File: src/rtl/uart_rx_pkg.sv
// Shared UART definitions: FSM state encoding and bit-timing helper, common to uart_rx and uart_tx.
package uart_rx_pkg;

    typedef logic [2:0] uart_state_t;

    localparam uart_state_t ST_IDLE  = 3'd0;
    localparam uart_state_t ST_START = 3'd1;
    localparam uart_state_t ST_DATA  = 3'd2;
    localparam uart_state_t ST_STOP  = 3'd3;
    localparam uart_state_t ST_BREAK = 3'd4;

    // Clock cycles per bit period, truncated; clkFreqMhz is in MHz.
    function automatic int clks_per_bit(input int clkFreqMhz, input int baud);
        return (clkFreqMhz * 1000000) / baud;
    endfunction

endpackage

File: src/rtl/uart_rx_sync_2ff.sv
// Two-flop synchroniser for a single asynchronous bit, with a configurable reset value.
module sync_2ff #(
    parameter logic RESET_VAL = 1'b1
) (
    input  logic clk_i,
    input  logic rst_ni,
    input  logic d_i,
    output logic q_o
);

    logic meta_q;
    logic sync_q;

    always_ff @(posedge clk_i or negedge rst_ni) begin
        if (!rst_ni) begin
            meta_q <= RESET_VAL;
            sync_q <= RESET_VAL;
        end else begin
            meta_q <= d_i;
            sync_q <= meta_q;
        end
    end

    assign q_o = sync_q;

endmodule

File: src/rtl/uart_rx.sv
// 8N1 UART receiver: synchronised, majority-voted mid-bit sampling, valid/ready output buffer
// with registered framing-error and overrun pulses.
module uart_rx
    import uart_rx_pkg::*;
#(
    parameter int CLK_FREQ = 27,
    parameter int BAUD     = 115200
) (
    input  logic       clk_i,
    input  logic       rst_ni,
    input  logic       rx_i,
    output logic [7:0] data_o,
    output logic       valid_o,
    input  logic       ready_i,
    output logic       frame_err_o,
    output logic       overrun_o
);

    localparam int CPB   = clks_per_bit(CLK_FREQ, BAUD);
    localparam int HALF  = CPB / 2;
    localparam int CNT_W = $clog2(CPB);

    localparam logic [CNT_W-1:0] CNT_LAST = CNT_W'(CPB - 1);
    localparam logic [CNT_W-1:0] CNT_HALF = CNT_W'(HALF - 1);
    localparam logic [CNT_W-1:0] CNT_ONE  = CNT_W'(1);

    logic             rxSync;
    logic [2:0]       samp_q;
    logic             vote;

    uart_state_t      state_q, state_d;
    logic [CNT_W-1:0] cnt_q, cnt_d;
    logic [2:0]       bitIdx_q, bitIdx_d;
    logic [7:0]       shreg_q, shreg_d;
    logic             deliver_q, deliver_d;
    logic             frameErr_q, frameErr_d;

    logic [7:0]       data_q, data_d;
    logic             valid_q, valid_d;
    logic             overrun_q, overrun_d;

    sync_2ff #(
        .RESET_VAL(1'b1)
    ) u_sync (
        .clk_i (clk_i),
        .rst_ni(rst_ni),
        .d_i   (rx_i),
        .q_o   (rxSync)
    );

    // Two of the last three synced samples must agree, so a single-cycle glitch never wins.
    assign vote = (samp_q[0] & samp_q[1]) | (samp_q[0] & samp_q[2]) | (samp_q[1] & samp_q[2]);

    always_ff @(posedge clk_i or negedge rst_ni) begin
        if (!rst_ni) begin
            samp_q <= 3'b111;
        end else begin
            samp_q <= {samp_q[1:0], rxSync};
        end
    end

    always_comb begin
        state_d    = state_q;
        cnt_d      = cnt_q;
        bitIdx_d   = bitIdx_q;
        shreg_d    = shreg_q;
        deliver_d  = 1'b0;
        frameErr_d = 1'b0;

        case (state_q)
            ST_IDLE: begin
                cnt_d = '0;
                if (!rxSync) begin
                    state_d = ST_START;
                end
            end

            // Spending HALF cycles here puts every later sample point at mid-bit.
            ST_START: begin
                if (cnt_q == CNT_HALF) begin
                    cnt_d    = '0;
                    bitIdx_d = 3'd0;
                    state_d  = vote ? ST_IDLE : ST_DATA;
                end else begin
                    cnt_d = cnt_q + CNT_ONE;
                end
            end

            ST_DATA: begin
                if (cnt_q == CNT_LAST) begin
                    cnt_d   = '0;
                    shreg_d = {vote, shreg_q[7:1]};
                    if (bitIdx_q == 3'd7) begin
                        state_d = ST_STOP;
                    end else begin
                        bitIdx_d = bitIdx_q + 3'd1;
                    end
                end else begin
                    cnt_d = cnt_q + CNT_ONE;
                end
            end

            ST_STOP: begin
                if (cnt_q == CNT_LAST) begin
                    cnt_d = '0;
                    if (vote) begin
                        deliver_d = 1'b1;
                        state_d   = ST_IDLE;
                    end else begin
                        frameErr_d = 1'b1;
                        state_d    = ST_BREAK;
                    end
                end else begin
                    cnt_d = cnt_q + CNT_ONE;
                end
            end

            // A line held low after a bad stop bit must not look like a fresh start bit.
            ST_BREAK: begin
                cnt_d = '0;
                if (rxSync) begin
                    state_d = ST_IDLE;
                end
            end

            default: begin
                state_d = ST_IDLE;
                cnt_d   = '0;
            end
        endcase
    end

    always_ff @(posedge clk_i or negedge rst_ni) begin
        if (!rst_ni) begin
            state_q    <= ST_IDLE;
            cnt_q      <= '0;
            bitIdx_q   <= 3'd0;
            shreg_q    <= 8'h00;
            deliver_q  <= 1'b0;
            frameErr_q <= 1'b0;
        end else begin
            state_q    <= state_d;
            cnt_q      <= cnt_d;
            bitIdx_q   <= bitIdx_d;
            shreg_q    <= shreg_d;
            deliver_q  <= deliver_d;
            frameErr_q <= frameErr_d;
        end
    end

    // A consume and a delivery in the same cycle keep valid high with the new byte.
    always_comb begin
        data_d    = data_q;
        valid_d   = valid_q;
        overrun_d = 1'b0;

        if (valid_q && ready_i) begin
            valid_d = 1'b0;
        end

        if (deliver_q) begin
            if (!valid_q || ready_i) begin
                data_d  = shreg_q;
                valid_d = 1'b1;
            end else begin
                overrun_d = 1'b1;
            end
        end
    end

    always_ff @(posedge clk_i or negedge rst_ni) begin
        if (!rst_ni) begin
            data_q    <= 8'h00;
            valid_q   <= 1'b0;
            overrun_q <= 1'b0;
        end else begin
            data_q    <= data_d;
            valid_q   <= valid_d;
            overrun_q <= overrun_d;
        end
    end

    assign data_o      = data_q;
    assign valid_o     = valid_q;
    assign frame_err_o = frameErr_q;
    assign overrun_o   = overrun_q;

endmodule
File: config.mk
export PLATFORM = sky130hd
export DESIGN_NAME = uart_rx
export DESIGN_NICKNAME = d
export VERILOG_FILES = /design/src/rtl/uart_rx_pkg.sv /design/src/rtl/uart_rx_sync_2ff.sv /design/src/rtl/uart_rx.sv
export SDC_FILE = /design/constraint.sdc
export NUM_CORES = 1
export LEC_CHECK = 0
export CAP_MARGIN = 10
export CORE_UTILIZATION = 50
export DETAILED_ROUTE_END_ITERATION = 10
export HOLD_SLACK_MARGIN = 0.05
export PLACE_DENSITY = 0.8
export SLEW_MARGIN = 20
export SYNTH_ARGS = -nofsm -noshare
export SYNTH_HDL_FRONTEND = slang
export SYNTH_SLANG_ARGS = --single-unit
File: constraint.sdc
create_clock -name clk_i -period 1.9 [get_ports clk_i]
set_input_delay 0.38 -clock clk_i [delete_from_list [all_inputs] [get_ports clk_i]]
set_output_delay 0.38 -clock clk_i [all_outputs]
set_load 0.02 [all_outputs]
# Word level (Yosys, flattened, before mapping)
# Cells that the tools add are included.
[op_classes]
muxes = 27
bitwise = 5
eq_ne = 14
n_reduce_logical = 10
addsub = 2
[ops]
columns = ["op", "count"]
rows = [
  ["$mux 3", 10],
  ["$mux 8", 2],
  ["$pmux 8 s2", 1],
  ["$pmux 3 s5", 1],
  ["$ne 2x2->1 const B", 6],
  ["$mux 1", 11],
  ["$add 8x1->8 const B", 1],
  ["$eq 8x7->1 const B", 1],
  ["$eq 8x8->1 const B", 1],
  ["$eq 3x2->1 const B", 2],
  ["$eq 3x3->1 const B", 2],
  ["$pmux 3 s2", 1],
  ["$reduce_and 6->1", 1],
  ["$reduce_and 2->1", 2],
  ["$reduce_and 4->1", 1],
  ["$add 3x1->3 const B", 1],
  ["$and 1x1->1", 3],
  ["$eq 3x1->1 const B", 1],
  ["$logic_not 3->1", 1],
  ["$mux 2", 1],
  ["$ne 2x1->1 const B", 1],
  ["$or 1x1->1", 2],
  ["$reduce_bool 2->1", 1],
  ["$reduce_or 2->1", 1],
  ["other kinds (3)", 3],
]
[totals]
out_inout_bits = 11
elab_cells = 70
register_bits = 39

# Depth between registers and ports, before layout
# Gate-level depths: netlist of the first run.
[logic_depth]
ltp_word = 6
depth_mapped = 7

# Hierarchy
# A second synthesis of the first run with hierarchy kept.
[hier_totals]
cells_unflattened = 130
hier_area_um2 = 1664.1
[by_module_without_submodules]
columns = ["mod", "cells_per_inst", "area_per_inst_um2", "n_inst", "seq_area_each_um2"]
rows = [
  ["uart_rx", 128, 1611.5, 1, 929.6],
  ["sync_2ff", 2, 52.6, 1, 52.6],
]

# Worst setup path after synthesis of the first run
# No wires, ideal clock.
[synth_path]
kind = "reg-to-reg"
from = "register cnt_q[1]"
to = "register shreg_q[0]"
arrival_time_ps = 1733
stages_incl_launch_ff = 7
slack_ps = 42
path_cell_list = "dfrtp_1 > inv_1 > ha_1 > or3b_4 > or2_4 > nor2_8 > mux2_2"
[synth_between]
elab_chain_cells = 2
[synth_lines]
columns = ["item", "line", "text"]
rows = [
  ["start: declaration", "uart_rx.sv:32", "logic [CNT_W-1:0] cnt_q, cnt_d;"],
  ["start signal: assignment", "uart_rx.sv:143", "cnt_q <= cnt_d;"],
  ["$eq 8x8->1", "uart_rx.sv:90", "if (cnt_q == CNT_LAST) begin"],
  ["$reduce_and 2->1 (no source line)", "n/a", ""],
  ["end signal: assignment", "uart_rx.sv:145", "shreg_q <= shreg_d;"],
  ["end: declaration", "uart_rx.sv:34", "logic [7:0] shreg_q, shreg_d;"],
]
# Every way passes these cells.
# A chain may end at the register's enable or synchronous reset.

# Final worst setup path of the first run
[layout_path]
from = "register cnt_q[1]"
to = "register state_q[2]"
[layout_between]
elab_chain_cells = 3
elab_cells_between_ends = 6
classes_between = "eq/ne (5); reduce/logical (1)"
[layout_lines]
columns = ["item", "line", "text"]
rows = [
  ["$eq 8x8->1 or $eq 8x7->1 (tied branches)", "uart_rx.sv:90, uart_rx.sv:104, uart_rx.sv:80", ""],
  ["$ne 2x2->1 (no source line)", "n/a", ""],
  ["$reduce_and 6->1 (no source line) (*)", "n/a", ""],
  ["end signal: assignment", "uart_rx.sv:142", "state_q <= state_d;"],
  ["end: declaration", "uart_rx.sv:31", "uart_state_t state_q, state_d;"],
]
# Every way passes the cells marked *; elsewhere a longest branch is shown, timed or not.

==> results by group, run 1 <==
Yosys
  • Xor/xnor share of the synthesized area: 0.0365
  • Adder-cell share of the synthesized area: 0.0433
  • Post-synth EDFFs: 0
  • Leading area contributor after synthesis: dfrtp_1
  • Share of the synthesized area in the top cell type: 0.507
  • Post-synthesis compound-gate area fraction: 0.0507
  • Yosys reg bits: 39
  • Avg Cell Area, Syn: around 13 um2
  • Asr flop ratio synth: 1.00
  • Largest family of logic cells by synthesized area: multiplexers
  • Synth Cell Area: 1680 um2
  • Prevailing post-synth register cell: dfrtp_1
  • Syn nets: 137
  • Synth top area cells: dfrtp_1 51%, mux2_2 11%, dfstp_2 7.8%, ha_1 3.7%, nor2_1 2.9%
  • Synth unique cells: 35
  • Synth Instances: 128
  • Synth Area in Simple Gates: 0.133
  • Mux contribution to synthesized area: 0.133
  • Synth warn: 0
  • Register area share after synthesis: 0.585

GRT
  • Largest net degree at the start of global routing: 21
  • Initial antenna violation count: 0
  • All-Layer GR Usage: 0.186
  • First-pass GRT wire length: roughly 4700 um
  • Number of global-route vias before repair: 1081
  • Total grt overflow: 0

Critical path
  • Critical path buffer and inverter count: 1
  • Critical Path RT: around 2.1 ns
  • Slowest stage cell, crit path: dfrtp_1
  • Startpoint types: flop
  • Critical path class: reg2reg
  • Crit-path leading delay family: compound AO/OA/AOI/OAI gates
  • CP Data Arrival Time: 2.14 ns
  • CP max stage delay: 0.41 ns
  • Top fanout value on the critical path: 4
  • Critical path endpoint category: flop
  • Critical-path cell list: inv_2 -> ha_4 -> or3b_4 -> o21ai_0 -> o211ai_1 -> mux2_2

Die
  • Initial Utilization: 0.536
  • IO Pins: 15
  • Core area: between 3000 and 4000 um2
  • # rows: 20
  • Die Span Y: 59.9 um
  • Die W: 59.9 um
  • DIE AREA: about 3600 um2

STA
  • Fin. max-slew vios: 0
  • Clock skew: 0.0126 ns
  • Period utilization: 1.00
  • Worst-margin pin slew: 0.462 ns
  • Setup violations, final: 1
  • Post-route setup slack: -0.00891 ns
  • Relative slew slack: 0.692
  • Fmax: 524 MHz
  • Minimum clock period: 1.91 ns
  • Unrepaired setup endpoints after global routing: yes
  • Final Hold Vio Count: 0

Place
  • I/O Buffers: 14
  • GP Congestion: 0.761
  • Post-DP HPWL: 2050 um

Outcome
  • Status: finished with violations
  • Failing checks: setup timing

Cells and area
  • Share of layout cells above drive strength 1: 0.311
  • Final core utilization: 0.662
  • Diode count: 0
  • Commonest non-fill, non-tap cell in the layout: dfrtp_1
  • Total Nets Final: 169
  • Commonest non-fill, non-tap cells in the layout: 34 x dfrtp_1, 16 x mux2_2, 13 x nor2_1, 13 x clkdlybuf4s50_1, 11 x buf_4
  • Area grow syn2layout: 23.3%

Routing
  • Count of TritonRoute iterations in the first routing pass: 4
  • Wire per inst: 13.9 um
  • Final ANT Viol Nets: 0
  • Drt drc: 0
  • Via-to-Cell Ratio: around 5.2
  • Iteration-0 DRC Markers: 35
  • Vias: between 1000 and 1500
  • Final WL: 2840 um

Clock tree
  • CTS max path bufs: 2
  • CTS Sinks: 39
  • CTS Root Cell: clkbuf_4
  • Htree depth: 2
  • Clock latency on the worst-skew pair: 0.35 ns
  • CTS buffer count: 5
  • Clock transition at path regs: between 0.1 and 0.15 ns
  • CTS tree: done

Power and ir drop
  • PD cells: 687 nW/um2
  • Max IR drop VDD: 351 uV
  • Static leakage: 0.00100 uW
  • Final Power: between 1000 and 1500 uW

Hold path
  • Hold Path Class: reg2reg

Run
  • Max-cap viol count: 0
cell type report:
cell class | instances | area (um2)
tap | 44 | 55.1
clock buffer | 5 | 37.5
clock inverter | 3 | 43.8
sequential | 39 | 982
inverter | 6 | 22.5
fill | 238 | 1060
multi-input combinational | 81 | 681
timing repair buffer | 27 | 248
report_power, final:
| part | internal, uW | leakage, uW | switching [uW] |
|---|---|---|---|
| Combinational | 12.6 | 0.000447 | 20.1 |
| Sequential | 839 | 0.000513 | 2.79 |
| Clock | 277 | 0.0000452 | 270 |
| Total | 1130 | 0.00100 | 293 |
synthesized netlist by cell type, types with 2 or more instances:
library cell  instances
inv_1                 6
ha_1                  5
nor3b_1               2
nor2b_1               2
dfrtp_1              34
dfstp_2               5
nor3_1                3
o21ai_0               3
nor2_1               13
xor2_1                3
mux2i_1               2
mux2_2               17
xnor2_1               4
nand3_1               2
a22o_1                2
nand2_1               6
cells by family (layout without fill, tap and decap cells):
logic type / Yosys count / after routing
and+or+nand+nor: 37 / 37
muxes: 20 / 20
DFF: 39 / 39
buffers and inverters: 8 / 41
xor gates and xnor gates: 7 / 7
AOI/OAI and AO/OA: 11 / 11
adders and majority gates: 6 / 6
through the flow:
| step | setup WS [ns] | TNS (ns) | instances | cell area, um2 | hold WS [ns] |
|---|---|---|---|---|---|
| 2_1_floorplan | 0.0422 | 0 | 128 | 1680 | 0.0844 |
| 3_3_place_gp | 0.0175 | 0 | 192 | 1930 | 0.347 |
| 3_5_place_dp | -0.0400 | -0.266 | 192 | 1930 | 0.348 |
| 4_1_cts | 0.00207 | 0 | 203 | 2040 | 0.365 |
| 5_1_grt | -0.0694 | -0.473 | 205 | 2070 | 0.366 |
| 6_report | -0.00891 | -0.00891 | 205 | 2070 | 0.364 |
what timing repair did:
| item | 4_1_cts | 5_1_grt |
|---|---|---|
| endpoints found under the hold margin | 14 | 0 |
| hold buffers | 1 | 0 |
| pin swaps | 2 | 1 |
| gates resized for setup | 0 | 4 |
| buffers inserted | 2 | 2 |
| gates cloned | 0 | 0 |
| endpoints found under the setup margin | 9 | 12 |
registers in the layout (all words and copies together) (netlist names):
| name | cells |
|---|---|
| cnt_q | 8 |
| data_o | 8 |
| shreg_q | 8 |
| bitIdx_q | 3 |
| samp_q | 3 |
| state_q | 3 |
| deliver_q | 1 |
| frame_err_o | 1 |
| overrun_o | 1 |
| u_sync.meta_q | 1 |
| u_sync.q_o | 1 |
| valid_o | 1 |
worst register-to-register path, delay by kind of cell, from the launching register on:
kind,cells,cell delay (ns)
AOI/OAI and AO/OA,2,0.51
muxes,1,0.31
buffers and inverters,1,0.08
and+or+nand+nor,1,0.39
DFF,1,0.41
adders and majority gates,1,0.11
per-layer routing:
| metal | share of wire | GRT usage | vias up | routed length (um) |
|---|---|---|---|---|
| li1 | - | - | 506 | - |
| met1 | 0.42 | 0.214 | 536 | 1190 |
| met2 | 0.51 | 0.314 | 24 | 1460 |
| met3 | 0.044 | 0.0584 | 7 | 125 |
| met4 | 0.023 | 0.0831 | 0 | 65 |
| met5 | 0 | 0 | - | 0 |
path summary, 6_finish.rpt:
path,startpoint,endpoint,slack [ns],cells past startpoint
max,cnt_q[1],state_q[2],-0.009,6
max in group asynchronous,rst_ni,data_o[6],0.94,3
min reg2reg,u_sync.meta_q,u_sync.q_o,0.36,0
min in group asynchronous,rst_ni,state_q[1],0.50,2
min,u_sync.meta_q,u_sync.q_o,0.36,0
max reg2reg,cnt_q[1],state_q[2],-0.009,6
Power figures use the tool's default switching activity.
==> run 2: changes to the inputs <==
--- a/config.mk
+++ b/config.mk
@@ -6,10 +6,12 @@
 export NUM_CORES = 1
 export LEC_CHECK = 0
 export CAP_MARGIN = 10
-export CORE_UTILIZATION = 50
+export CELL_PAD_IN_SITES_DETAIL_PLACEMENT = 1
+export CELL_PAD_IN_SITES_GLOBAL_PLACEMENT = 1
+export CORE_UTILIZATION = 41
 export DETAILED_ROUTE_END_ITERATION = 10
 export HOLD_SLACK_MARGIN = 0.05
-export PLACE_DENSITY = 0.8
+export PLACE_DENSITY = 0.79
 export SLEW_MARGIN = 20
 export SYNTH_ARGS = -nofsm -noshare
 export SYNTH_HDL_FRONTEND = slang
==> run 2 against run 1 <==
Net effect:
- the run now ends clean
- non-clock buffer count down 1
- die area grew 21%
- total power increased by 9.3%
- core utilization down 11 points
- register-to-register slack improved by 0.02 ns
- first-iteration DRC count is 31% higher
- sequential share of layout area down 0.60 points
- via count decreased by 1.1%
- flip-flop and latch count is the same
- worst hold slack worse by 0.23 ns
- cell area up 1.3%
- largest cell class unchanged
==> results by group, run 2 (synthesized netlist as in run 1, its figures left out) <==
STA
  • Minimum clock period: 1.89 ns (was 1.91 ns)
  • Clock skew: 0.00590 ns (was 0.0126 ns)
  • Final Hold Vio Count: 0 (unchanged)
  • Unrepaired setup endpoints after global routing: yes (unchanged)
  • WHS: 0.132 ns (was 0.364 ns)
  • Relative slew slack: 0.678 (was 0.692)
  • Setup violations, final: 0 (was 1)
  • Fin. max-slew vios: 0 (unchanged)
  • Period utilization: 0.994 (was 1.00)
  • Final setup TNS: 0 ns (was -0.00891 ns)
  • Worst-margin pin slew: 0.484 ns (was 0.462 ns)
  • Fmax: 530 MHz (was 524 MHz)

Clock tree
  • Clock latency on the worst-skew pair: 0.29 ns (was 0.35 ns)
  • Post-CTS Setup Bufs: 0 (was 2)
  • Clock transition at path regs: 0.08 ns (was 0.11 ns)
  • Htree depth: 2 (unchanged)
  • CTS Root Cell: clkbuf_8 (was clkbuf_4)
  • CTS tree: done (unchanged)
  • CTS max path bufs: 2 (unchanged)
  • CTS buffer count: 5 (unchanged)
  • CTS Sinks: 39 (unchanged)

Outcome
  • Status: finished clean (was finished with violations)

Critical path
  • Critical path class: reg2reg (unchanged)
  • Startpoint types: flop (unchanged)
  • Top fanout value on the critical path: 8 (was 4)
  • R2r setup slk: 0.01 ns (was -0.009 ns)
  • CP Data Arrival Time: 2.07 ns (was 2.14 ns)
  • Critical Path RT: 2.08 ns (was 2.13 ns)
  • Critical path endpoint category: flop (unchanged)

Routing
  • Iteration-0 DRC Markers: 46 (was 35)
  • Vias: 1061 (was 1073)
  • Count of TritonRoute iterations in the first routing pass: 4 (unchanged)
  • Final ANT Viol Nets: 0 (unchanged)
  • Wire per inst: 15.0 um (was 13.9 um)
  • Drt drc: 0 (unchanged)
  • Final WL: 3120 um (was 2840 um)
  • Via-to-Cell Ratio: 5.10 (was 5.23)

Hold path
  • Hold Path Class: in2async (was reg2reg)

GRT
  • Initial antenna violation count: 0 (unchanged)
  • Total grt overflow: 0 (unchanged)
  • All-Layer GR Usage: 0.167 (was 0.186)
  • Number of global-route vias before repair: 1093 (was 1081)
  • Largest net degree at the start of global routing: 40 (was 21)
  • First-pass GRT wire length: 5220 um (was 4720 um)

Place
  • GP Congestion: 0.815 (was 0.761)
  • Post-DP HPWL: 2290 um (was 2050 um)
  • I/O Buffers: 14 (unchanged)
  • Placed instance area: 1950 um2 (was 1930 um2)

Cells and area
  • Area of the multi-input gates: 693 um2 (was 681 um2)
  • Share of layout cells above drive strength 1: 0.331 (was 0.311)
  • Final core utilization: 0.552 (was 0.662)
  • Commonest non-fill, non-tap cells in the layout: 34 x dfrtp_1, 16 x mux2_2, 13 x nor2_1, 13 x clkdlybuf4s50_1, 12 x buf_4 (was 34 x dfrtp_1, 16 x mux2_2, 13 x nor2_1, 13 x clkdlybuf4s50_1, 11 x buf_4)
  • Total Nets Final: 168 (was 169)
  • Register area: 982 um2 (unchanged)
  • Diode count: 0 (unchanged)
  • Fill count: 406 (was 238)
  • Commonest non-fill, non-tap cell in the layout: dfrtp_1 (unchanged)
  • Finished Cell Area: 2100 um2 (was 2070 um2)
  • Area grow syn2layout: 24.9% (was 23.3%)

Die
  • Die Span Y: 66.0 um (was 59.9 um)
  • DIE AREA: 4350 um2 (was 3590 um2)
  • Die W: 66.0 um (was 59.9 um)
  • IO Pins: 15 (unchanged)
  • Initial Utilization: 0.442 (was 0.536)
  • # rows: 22 (was 20)
  • Core area: 3800 um2 (was 3130 um2)

Run
  • Max-cap viol count: 0 (unchanged)

Power and ir drop
  • Max IR drop VDD: 463 uV (was 351 uV)
  • PD cells: 742 nW/um2 (was 687 nW/um2)
  • Static leakage: 0.00102 uW (was 0.00100 uW)
==> run 2: cell count changes in the layout (fill, tap and decap cells not counted), sizes merged <==
cell         before  now
dlygate4sd3       1    0
==> run 2: through the flow <==
| step | setup WS, ns | power (uW) | cells |
|---|---|---|---|
| floorplan | 0.0422 | 863 | 128 |
| global placement | 0.0155 | 887 | 200 |
| detailed placement | -0.0619 | 888 | 200 |
| CTS | 0.000108 | 1580 | 208 |
| global route | -0.0603 | 1620 | 208 |
| finish | 0.0116 | 1550 | 208 |
==> run 2: where the power goes <==
| group | leakage [uW] | internal (uW) | switching [uW] |
|---|---|---|---|
| combinational | 0.000445 | 8.61 | 20.0 |
| sequential | 0.000513 | 839 | 2.89 |
| clock | 0.0000581 | 391 | 293 |
| total | 0.00102 | 1240 | 316 |
==> run 2: cell type report <==
class	instances	area share
clock buffers	5	0.0328
clock inverters	3	0.0209
inverters	6	0.0107
multi-input cells	81	0.331
flip-flops and latches	39	0.469
well taps	48	0.0287
repair buffers	26	0.107
==> run 2: worst paths after layout <==
kind | startpoint | endpoint | depth (start not counted)
setup / recovery | cnt_q[1] | shreg_q[3] | 6
hold / removal | rst_ni | valid_o | 2
setup reg to reg | cnt_q[1] | shreg_q[3] | 6
hold reg to reg | u_sync.meta_q | u_sync.q_o | 0
max in group asynchronous | rst_ni | u_sync.q_o | 2
min in group clk_i | u_sync.meta_q | u_sync.q_o | 0
==> run 2: what timing repair did <==
item,CTS,global route
pin swaps,2,0
gates resized for setup,1,7
gates cloned,0,0
hold buffers,0,0
endpoints found under the setup margin,13,21
==> run 2: critical path, stage by stage, from the launching register on <==
cell	delay, ns
dfrtp_1	0.39
inv_2	0.08
ha_4	0.12
or3b_4	0.39
or2_4	0.29
nor2_8	0.16
mux2_2	0.35
==> run 2: routing by layer <==
metal	global-route usage	wire, um
met3	0.0569	115
met4	0.0479	67
met1	0.185	1340
met5	0	0
met2	0.300	1600
